<file path="src/rtl/keypad_scan_ctrl_pkg.sv">
// Shared definitions for the 4x4 keypad scanner: FSM states, scan result codes, row drive patterns.
// Display/shift logic decodes key_code as {row[1:0], col[1:0]}.
package keypad_scan_ctrl_pkg;

   typedef enum logic [1:0] {
      ST_IDLE     = 2'd0,
      ST_PRESS_DB = 2'd1,
      ST_HELD     = 2'd2,
      ST_REL_DB   = 2'd3
   } kp_state_t;

   typedef enum logic [1:0] {
      RES_NONE   = 2'd0,
      RES_SINGLE = 2'd1,
      RES_MULTI  = 2'd2
   } scan_res_t;

   localparam logic [3:0] H_ROW0 = 4'b1110;
   localparam logic [3:0] H_ROW1 = 4'b1101;
   localparam logic [3:0] H_ROW2 = 4'b1011;
   localparam logic [3:0] H_ROW3 = 4'b0111;

   function automatic logic [3:0] row_drive(input logic [1:0] row);
      logic [3:0] h;
      case (row)
         2'd0:    h = H_ROW0;
         2'd1:    h = H_ROW1;
         2'd2:    h = H_ROW2;
         default: h = H_ROW3;
      endcase
      return h;
   endfunction

endpackage

</file>
<file path="src/rtl/keypad_scan_ctrl_if.sv">
// Keypad pin and key-event bundle. master = scanner side, slave = keypad/consumer side.
interface keypad_scan_ctrl_if;
   logic [3:0] V;
   logic [3:0] H;
   logic [3:0] key_code;
   logic       key_valid;
   logic       key_held;
   logic       multi_key;

   modport master (input V, output H, key_code, key_valid, key_held, multi_key);
   modport slave  (output V, input H, key_code, key_valid, key_held, multi_key);
endinterface

</file>
<file path="src/rtl/keypad_scan_ctrl_row_timer.sv">
// Row dwell divider and row sequencer. Strobes o_sample on the last dwell cycle of each row
// and o_scan_end when that row is row 3; H advances on the same edge as the sample.
module keypad_scan_ctrl_row_timer
   import keypad_scan_ctrl_pkg::*;
#(
   parameter int SCAN_DIV = 50000
) (
   input  logic       clk,
   input  logic       rst_n,
   output logic [1:0] o_row,
   output logic       o_sample,
   output logic       o_scan_end,
   output logic [3:0] o_h
);
   localparam int DIV_W = $clog2(SCAN_DIV);

   logic [DIV_W-1:0] r_div;
   logic [1:0]       r_row;
   logic [3:0]       r_h;
   logic             w_sample;

   assign w_sample   = (r_div == DIV_W'(SCAN_DIV - 1));
   assign o_sample   = w_sample;
   assign o_scan_end = w_sample && (r_row == 2'd3);
   assign o_row      = r_row;
   assign o_h        = r_h;

   always_ff @(posedge clk or negedge rst_n) begin
      if (!rst_n) begin
         r_div <= '0;
         r_row <= 2'd0;
         r_h   <= H_ROW0;
      end else if (w_sample) begin
         r_div <= '0;
         r_row <= r_row + 2'd1;
         r_h   <= row_drive(r_row + 2'd1);
      end else begin
         r_div <= r_div + DIV_W'(1);
      end
   end

endmodule

</file>
<file path="src/rtl/keypad_scan_ctrl.sv">
// 4x4 keypad scanner: timed row scan, per-scan key accumulation, scan-level debounce,
// one key_valid pulse per accepted press.
module keypad_scan_ctrl
   import keypad_scan_ctrl_pkg::*;
#(
   parameter int SCAN_DIV       = 50000,
   parameter int DEBOUNCE_SCANS = 3
) (
   input  logic               clk,
   input  logic               rst_n,
   keypad_scan_ctrl_if.master kp
);
   localparam int CNT_W = $clog2(DEBOUNCE_SCANS + 1);
   localparam logic [CNT_W:0] DEB_LIM = (CNT_W + 1)'(DEBOUNCE_SCANS);

   logic [1:0]       w_row;
   logic             w_sample;
   logic             w_scan_end;
   logic [3:0]       w_h;
   logic [2:0]       w_zeros;
   logic [1:0]       w_col;
   logic [1:0]       w_tot;
   logic [3:0]       w_code;
   scan_res_t        w_res;
   logic [CNT_W:0]   w_cnt_inc;
   logic             w_cnt_hit;

   logic [1:0]       r_acc_n;
   logic [3:0]       r_acc_code;
   kp_state_t        r_state;
   logic [CNT_W-1:0] r_cnt;
   logic [3:0]       r_cand;
   logic [3:0]       r_key_code;
   logic             r_key_valid;
   logic             r_key_held;
   logic             r_multi;

   keypad_scan_ctrl_row_timer #(.SCAN_DIV(SCAN_DIV)) u_row_timer (
      .clk        (clk),
      .rst_n      (rst_n),
      .o_row      (w_row),
      .o_sample   (w_sample),
      .o_scan_end (w_scan_end),
      .o_h        (w_h)
   );

   always_comb begin
      w_zeros = 3'd0;
      w_col   = 2'd0;
      for (int i = 0; i < 4; i++) begin
         if (!kp.V[i]) begin
            w_zeros = w_zeros + 3'd1;
            w_col   = i[1:0];
         end
      end
   end

   // r_acc_n counts keys seen so far this scan, saturating at 2 (= multiple)
   always_comb begin
      if (w_zeros == 3'd0)      w_tot = r_acc_n;
      else if (w_zeros == 3'd1) w_tot = (r_acc_n == 2'd0) ? 2'd1 : 2'd2;
      else                      w_tot = 2'd2;
      w_code = (w_zeros == 3'd1 && r_acc_n == 2'd0) ? {w_row, w_col} : r_acc_code;
      case (w_tot)
         2'd0:    w_res = RES_NONE;
         2'd1:    w_res = RES_SINGLE;
         default: w_res = RES_MULTI;
      endcase
   end

   assign w_cnt_inc = {1'b0, r_cnt} + (CNT_W + 1)'(1);
   assign w_cnt_hit = (w_cnt_inc >= DEB_LIM);

   always_ff @(posedge clk or negedge rst_n) begin
      if (!rst_n) begin
         r_acc_n    <= 2'd0;
         r_acc_code <= 4'd0;
      end else if (w_scan_end) begin
         r_acc_n    <= 2'd0;
         r_acc_code <= 4'd0;
      end else if (w_sample) begin
         r_acc_n    <= w_tot;
         r_acc_code <= w_code;
      end
   end

   always_ff @(posedge clk or negedge rst_n) begin
      if (!rst_n) begin
         r_state     <= ST_IDLE;
         r_cnt       <= '0;
         r_cand      <= 4'd0;
         r_key_code  <= 4'd0;
         r_key_valid <= 1'b0;
         r_key_held  <= 1'b0;
         r_multi     <= 1'b0;
      end else begin
         r_key_valid <= 1'b0;
         if (w_scan_end) begin
            r_multi <= (w_res == RES_MULTI);
            case (r_state)
               ST_IDLE: begin
                  if (w_res == RES_SINGLE) begin
                     if (DEBOUNCE_SCANS == 1) begin
                        r_state     <= ST_HELD;
                        r_key_code  <= w_code;
                        r_key_valid <= 1'b1;
                        r_key_held  <= 1'b1;
                        r_cnt       <= '0;
                     end else begin
                        r_state <= ST_PRESS_DB;
                        r_cand  <= w_code;
                        r_cnt   <= CNT_W'(1);
                     end
                  end
               end
               ST_PRESS_DB: begin
                  if (w_res == RES_SINGLE && w_code == r_cand) begin
                     if (w_cnt_hit) begin
                        r_state     <= ST_HELD;
                        r_key_code  <= r_cand;
                        r_key_valid <= 1'b1;
                        r_key_held  <= 1'b1;
                        r_cnt       <= '0;
                     end else begin
                        r_cnt <= w_cnt_inc[CNT_W-1:0];
                     end
                  end else if (w_res == RES_SINGLE) begin
                     r_cand <= w_code;
                     r_cnt  <= CNT_W'(1);
                  end else begin
                     r_state <= ST_IDLE;
                     r_cnt   <= '0;
                  end
               end
               ST_HELD: begin
                  // Anything but an empty scan is ignored here: no auto-repeat, no second key
                  if (w_res == RES_NONE) begin
                     if (DEBOUNCE_SCANS == 1) begin
                        r_state    <= ST_IDLE;
                        r_key_held <= 1'b0;
                     end else begin
                        r_state <= ST_REL_DB;
                        r_cnt   <= CNT_W'(1);
                     end
                  end
               end
               ST_REL_DB: begin
                  if (w_res == RES_NONE) begin
                     if (w_cnt_hit) begin
                        r_state    <= ST_IDLE;
                        r_key_held <= 1'b0;
                        r_cnt      <= '0;
                     end else begin
                        r_cnt <= w_cnt_inc[CNT_W-1:0];
                     end
                  end else begin
                     r_state <= ST_HELD;
                     r_cnt   <= '0;
                  end
               end
               default: r_state <= ST_IDLE;
            endcase
         end
      end
   end

   assign kp.H         = w_h;
   assign kp.key_code  = r_key_code;
   assign kp.key_valid = r_key_valid;
   assign kp.key_held  = r_key_held;
   assign kp.multi_key = r_multi;

endmodule

</file>
<file path="src/flat_wrapper.sv">
// flat-port wrapper written by rule: the top's interface ports become plain ports
module keypad_scan_ctrl_flat import keypad_scan_ctrl_pkg::*;
#(
   parameter int SCAN_DIV       = 50000,
   parameter int DEBOUNCE_SCANS = 3
)
  (clk, rst_n, kp_V, kp_H, kp_key_code, kp_key_valid, kp_key_held, kp_multi_key);
  keypad_scan_ctrl_if kp_i ();
  input  logic clk;
  input  logic rst_n;
  input wire logic [$bits(kp_i.V)-1:0] kp_V;
  output wire logic [$bits(kp_i.H)-1:0] kp_H;
  output wire logic [$bits(kp_i.key_code)-1:0] kp_key_code;
  output wire logic [$bits(kp_i.key_valid)-1:0] kp_key_valid;
  output wire logic [$bits(kp_i.key_held)-1:0] kp_key_held;
  output wire logic [$bits(kp_i.multi_key)-1:0] kp_multi_key;
  assign kp_i.V = kp_V;
  assign kp_H = kp_i.H;
  assign kp_key_code = kp_i.key_code;
  assign kp_key_valid = kp_i.key_valid;
  assign kp_key_held = kp_i.key_held;
  assign kp_multi_key = kp_i.multi_key;
  keypad_scan_ctrl #(.SCAN_DIV(SCAN_DIV), .DEBOUNCE_SCANS(DEBOUNCE_SCANS)) u_core (.clk(clk), .rst_n(rst_n), .kp(kp_i));
endmodule
</file>
<file path="config.mk">
export PLATFORM = sky130hd
export DESIGN_NAME = keypad_scan_ctrl_flat
export DESIGN_NICKNAME = d
export VERILOG_FILES = /design/src/rtl/keypad_scan_ctrl_pkg.sv /design/src/rtl/keypad_scan_ctrl_if.sv /design/src/rtl/keypad_scan_ctrl_row_timer.sv /design/src/rtl/keypad_scan_ctrl.sv /design/src/flat_wrapper.sv
export SDC_FILE = /design/constraint.sdc
export NUM_CORES = 1
export LEC_CHECK = 0
export ABC_CLOCK_PERIOD_IN_PS = 5000
export CAP_MARGIN = 15
export CORE_MARGIN = 2
export CORE_UTILIZATION = 50
export DETAILED_ROUTE_END_ITERATION = 7
export PLACE_DENSITY = 0.69
export SLEW_MARGIN = 10
export SYNTH_ARGS = -nofsm -noshare
export SYNTH_HDL_FRONTEND = slang
export SYNTH_SLANG_ARGS = --single-unit
</file>
<file path="constraint.sdc">
create_clock -name clk -period 5 [get_ports clk]
set_clock_uncertainty 0.2 [all_clocks]
set_input_delay 1 -clock clk [delete_from_list [all_inputs] [get_ports clk]]
set_output_delay 1 -clock clk [all_outputs]
set_load 0.05 [all_outputs]
</file>
==> qor.csv <==
metric,value,unit
post-CTS resize count,0,
Clock Path Buffers,2,
Chip Height,74.4,um
post-synth top area share,40.4,%
worst slack at placement,457,ps
Slew headroom,37.1,%
Power Density,244,nW/um^2
Filler cells,418,
Critical Path RT,4980,ps
P&R area growth vs syn,14.1,%
Max VDD drop,0.153,mV
"Cell Area, Placed",2710,um^2
Worst Path Arrival,4230,ps
overall power,0.000689,W
post-CTS setup buffers,0,
outcome,"complete, no violations",
initial antenna violation count,0,
Die X-Extent,74.4,um
critical path endpoint category,flop,
Congestion Overflow GR,0,
distinct cell type count after synthesis,58,
routed len/inst,15.0,um
number of buffers created by CTS,5,
Final WS setup,751,ps
clk slew on worst S/H paths,80,ps
final period utilization,85.0,%
setup tns final,0,ps
Final nets,267,
Max Clock Freq,235,MHz
Placer Congestion,0.878,
first-pass GRT wire length,8.36,mm
prevailing post-synth register cell,dfrtp_1,
Finished Cell Area,2820,um^2
die area,5530,um^2
crit start category,primary input,
Worst-Margin Slew,943,ps
DP HPWL,3.45,mm
1st-iter DRT viols,116,
fraction of registers with async set/reset,100,%
Mapped Cells,234,
DR vias/cell,5.54,
Worst-Skew Late Latency,300,ps
RSZ-0062 raised after global routing,no,
Fin. Hold Viols,0,
DR vias,1777,
number of port buffers,16,
CTS tree,built,
CTS H-tree depth,2,
Routed WL,4.82,mm
Tot GR Track Use,19.9,%
Ant. Diodes,0,
register area,1080,um^2
Max Cap Violations,0,
synthesized net count,248,
# clock sinks,43,
Avg Inst Size Synth,10.6,um^2
Synth Cell Area,2470,um^2
setup violators final,0,
Post-synth EDFFs,0,
Multi-input gate area,1350,um^2
leakage power,1.29,nW
vias in the first global route,1735,
Initial DRT Pass Iterations,4,
num rows,25,
antenna violation net count after detailed routing,0,
root buf cell,clkbuf_8,
synth warn,0,
initial core utilization,52.1,%
DRC Markers,0,
Core Region,4750,um^2
"FF+latch count, synth",43,
Min-Delay Path Class,flop to flop,
I/O pins,17,
"Seq/Total Area, Yosys",43.6,%
pin count of the biggest net entering global routing,44,
layout cells sized above 1,12.6,%
"top cells by area, synth","dfrtp_1 40%, xor2_1 4.2%, ha_1 4.0%",
"Slew Viols, Final",0,
Yosys top cell by area,dfrtp_1,
Setup CP Type,primary input to flop,
CTS Hold Bufs,0,
Crit Path Max Fanout,10,
final critical-path required period,4250,ps
## power by group
part | total (W) | internal, W | switching [W]
logic | 0.0000560 | 0.0000204 | 0.0000356
registers | 0.000351 | 0.000349 | 0.00000212
clock network | 0.000282 | 0.000162 | 0.000120
## metal layers
layer | GRT usage [%] | share of wire [%]
met5 | 0 | 0
met1 | 28.4 | 51
met2 | 30.6 | 45
met4 | 6.55 | 1.6
met3 | 4.07 | 2.8
## cells in the mapped netlist (all sizes together), types with 3 or more instances
library cell and n:
a21o 3, a21oi 3, a22oi 4, a31o 3, a31oi 5, and3 7, buf 3, clkbuf 3
dfrtp 40, dfstp 3, ha 8, inv 6, mux2 9, nand2 22, nand3 13, nand4 4
nor2 21, nor2b 3, nor3 5, nor4 3, o21ai 14, or4b 3, xnor2 11, xor2 12
## state kept, by name (all words and copies together) (netlist names), 4 cells and up
register,cells
u_core.u_row_timer.r_div,16
u_core.kp.key_code,4
u_core.r_cand,4
u_core.r_acc_code,4
u_core.u_row_timer.o_h,4
## metrics by stage
stage               hold WS (ps)  cells  utilization (%)
floorplan                    266    234                -
global placement             254    313             56.9
detailed placement           256    313             56.9
CTS                          268    321             59.4
global route                 306    321             59.4
finish                       264    321             59.4
## critical path, stage by stage
cell and delay (ps):
clkdlybuf4s50_1 540, inv_1 60, ha_1 310, xnor2_1 240
ha_1 190, nor2b_1 230, xor2_1 400, nand3_4 250
mux2_4 410, a41oi_4 230, mux2_1 350
## final cells by class
cell class              count  area share, %
repair buffers             18           6.03
flip-flops and latches     43           38.3
clock buffers               6           2.93
multi-input cells         179           47.8
well taps                  67           2.97
clock inverters             2           1.24
inverters                   6          0.798
## path summary, 6_finish.rpt
check                                                  start                   endpoint  slack [ps]  depth (start not counted)
worst min register to register     u_core.u_row_timer.o_h[3]  u_core.u_row_timer.o_h[3]         260                          2
max in group asynchronous                              rst_n          u_core.r_state[1]        3380                          1
worst max-delay path                                 kp_V[1]           u_core.r_cand[3]         750                         11
min in group asynchronous                              rst_n          u_core.r_acc_n[0]         640                          1
worst max register to register  u_core.u_row_timer.r_div[10]           u_core.r_cand[3]        2210                          5
worst min-delay path               u_core.u_row_timer.o_h[3]  u_core.u_row_timer.o_h[3]         260                          2
## cell families after synthesis
group / count (synthesis) / share of synthesized area, %
compound gates: 45 / 13.0
flops: 43 / 43.6
fa+ha+maj: 8 / 4.04
simple gates: 91 / 21.9
mux: 11 / 6.17
buf+inv: 12 / 2.12
xor+xnor: 24 / 9.10
## cells in the final DEF (no fill, tap or decap), types with 4 or more instances in the layout
| cell | count |
|---|---|
| xnor2_1 | 11 |
| inv_1 | 6 |
| and3_1 | 7 |
| nor2_1 | 21 |
| xor2_1 | 12 |
| nand2_1 | 22 |
| clkdlybuf4s50_1 | 15 |
| clkbuf_8 | 6 |
| o21ai_0 | 7 |
| nand3_1 | 12 |
| mux2_4 | 5 |
| ha_1 | 8 |
| a22oi_1 | 4 |
| a31oi_1 | 5 |
| dfrtp_1 | 40 |
| nor3_1 | 4 |
| o21ai_1 | 7 |
Power figures use the tool's default switching activity.
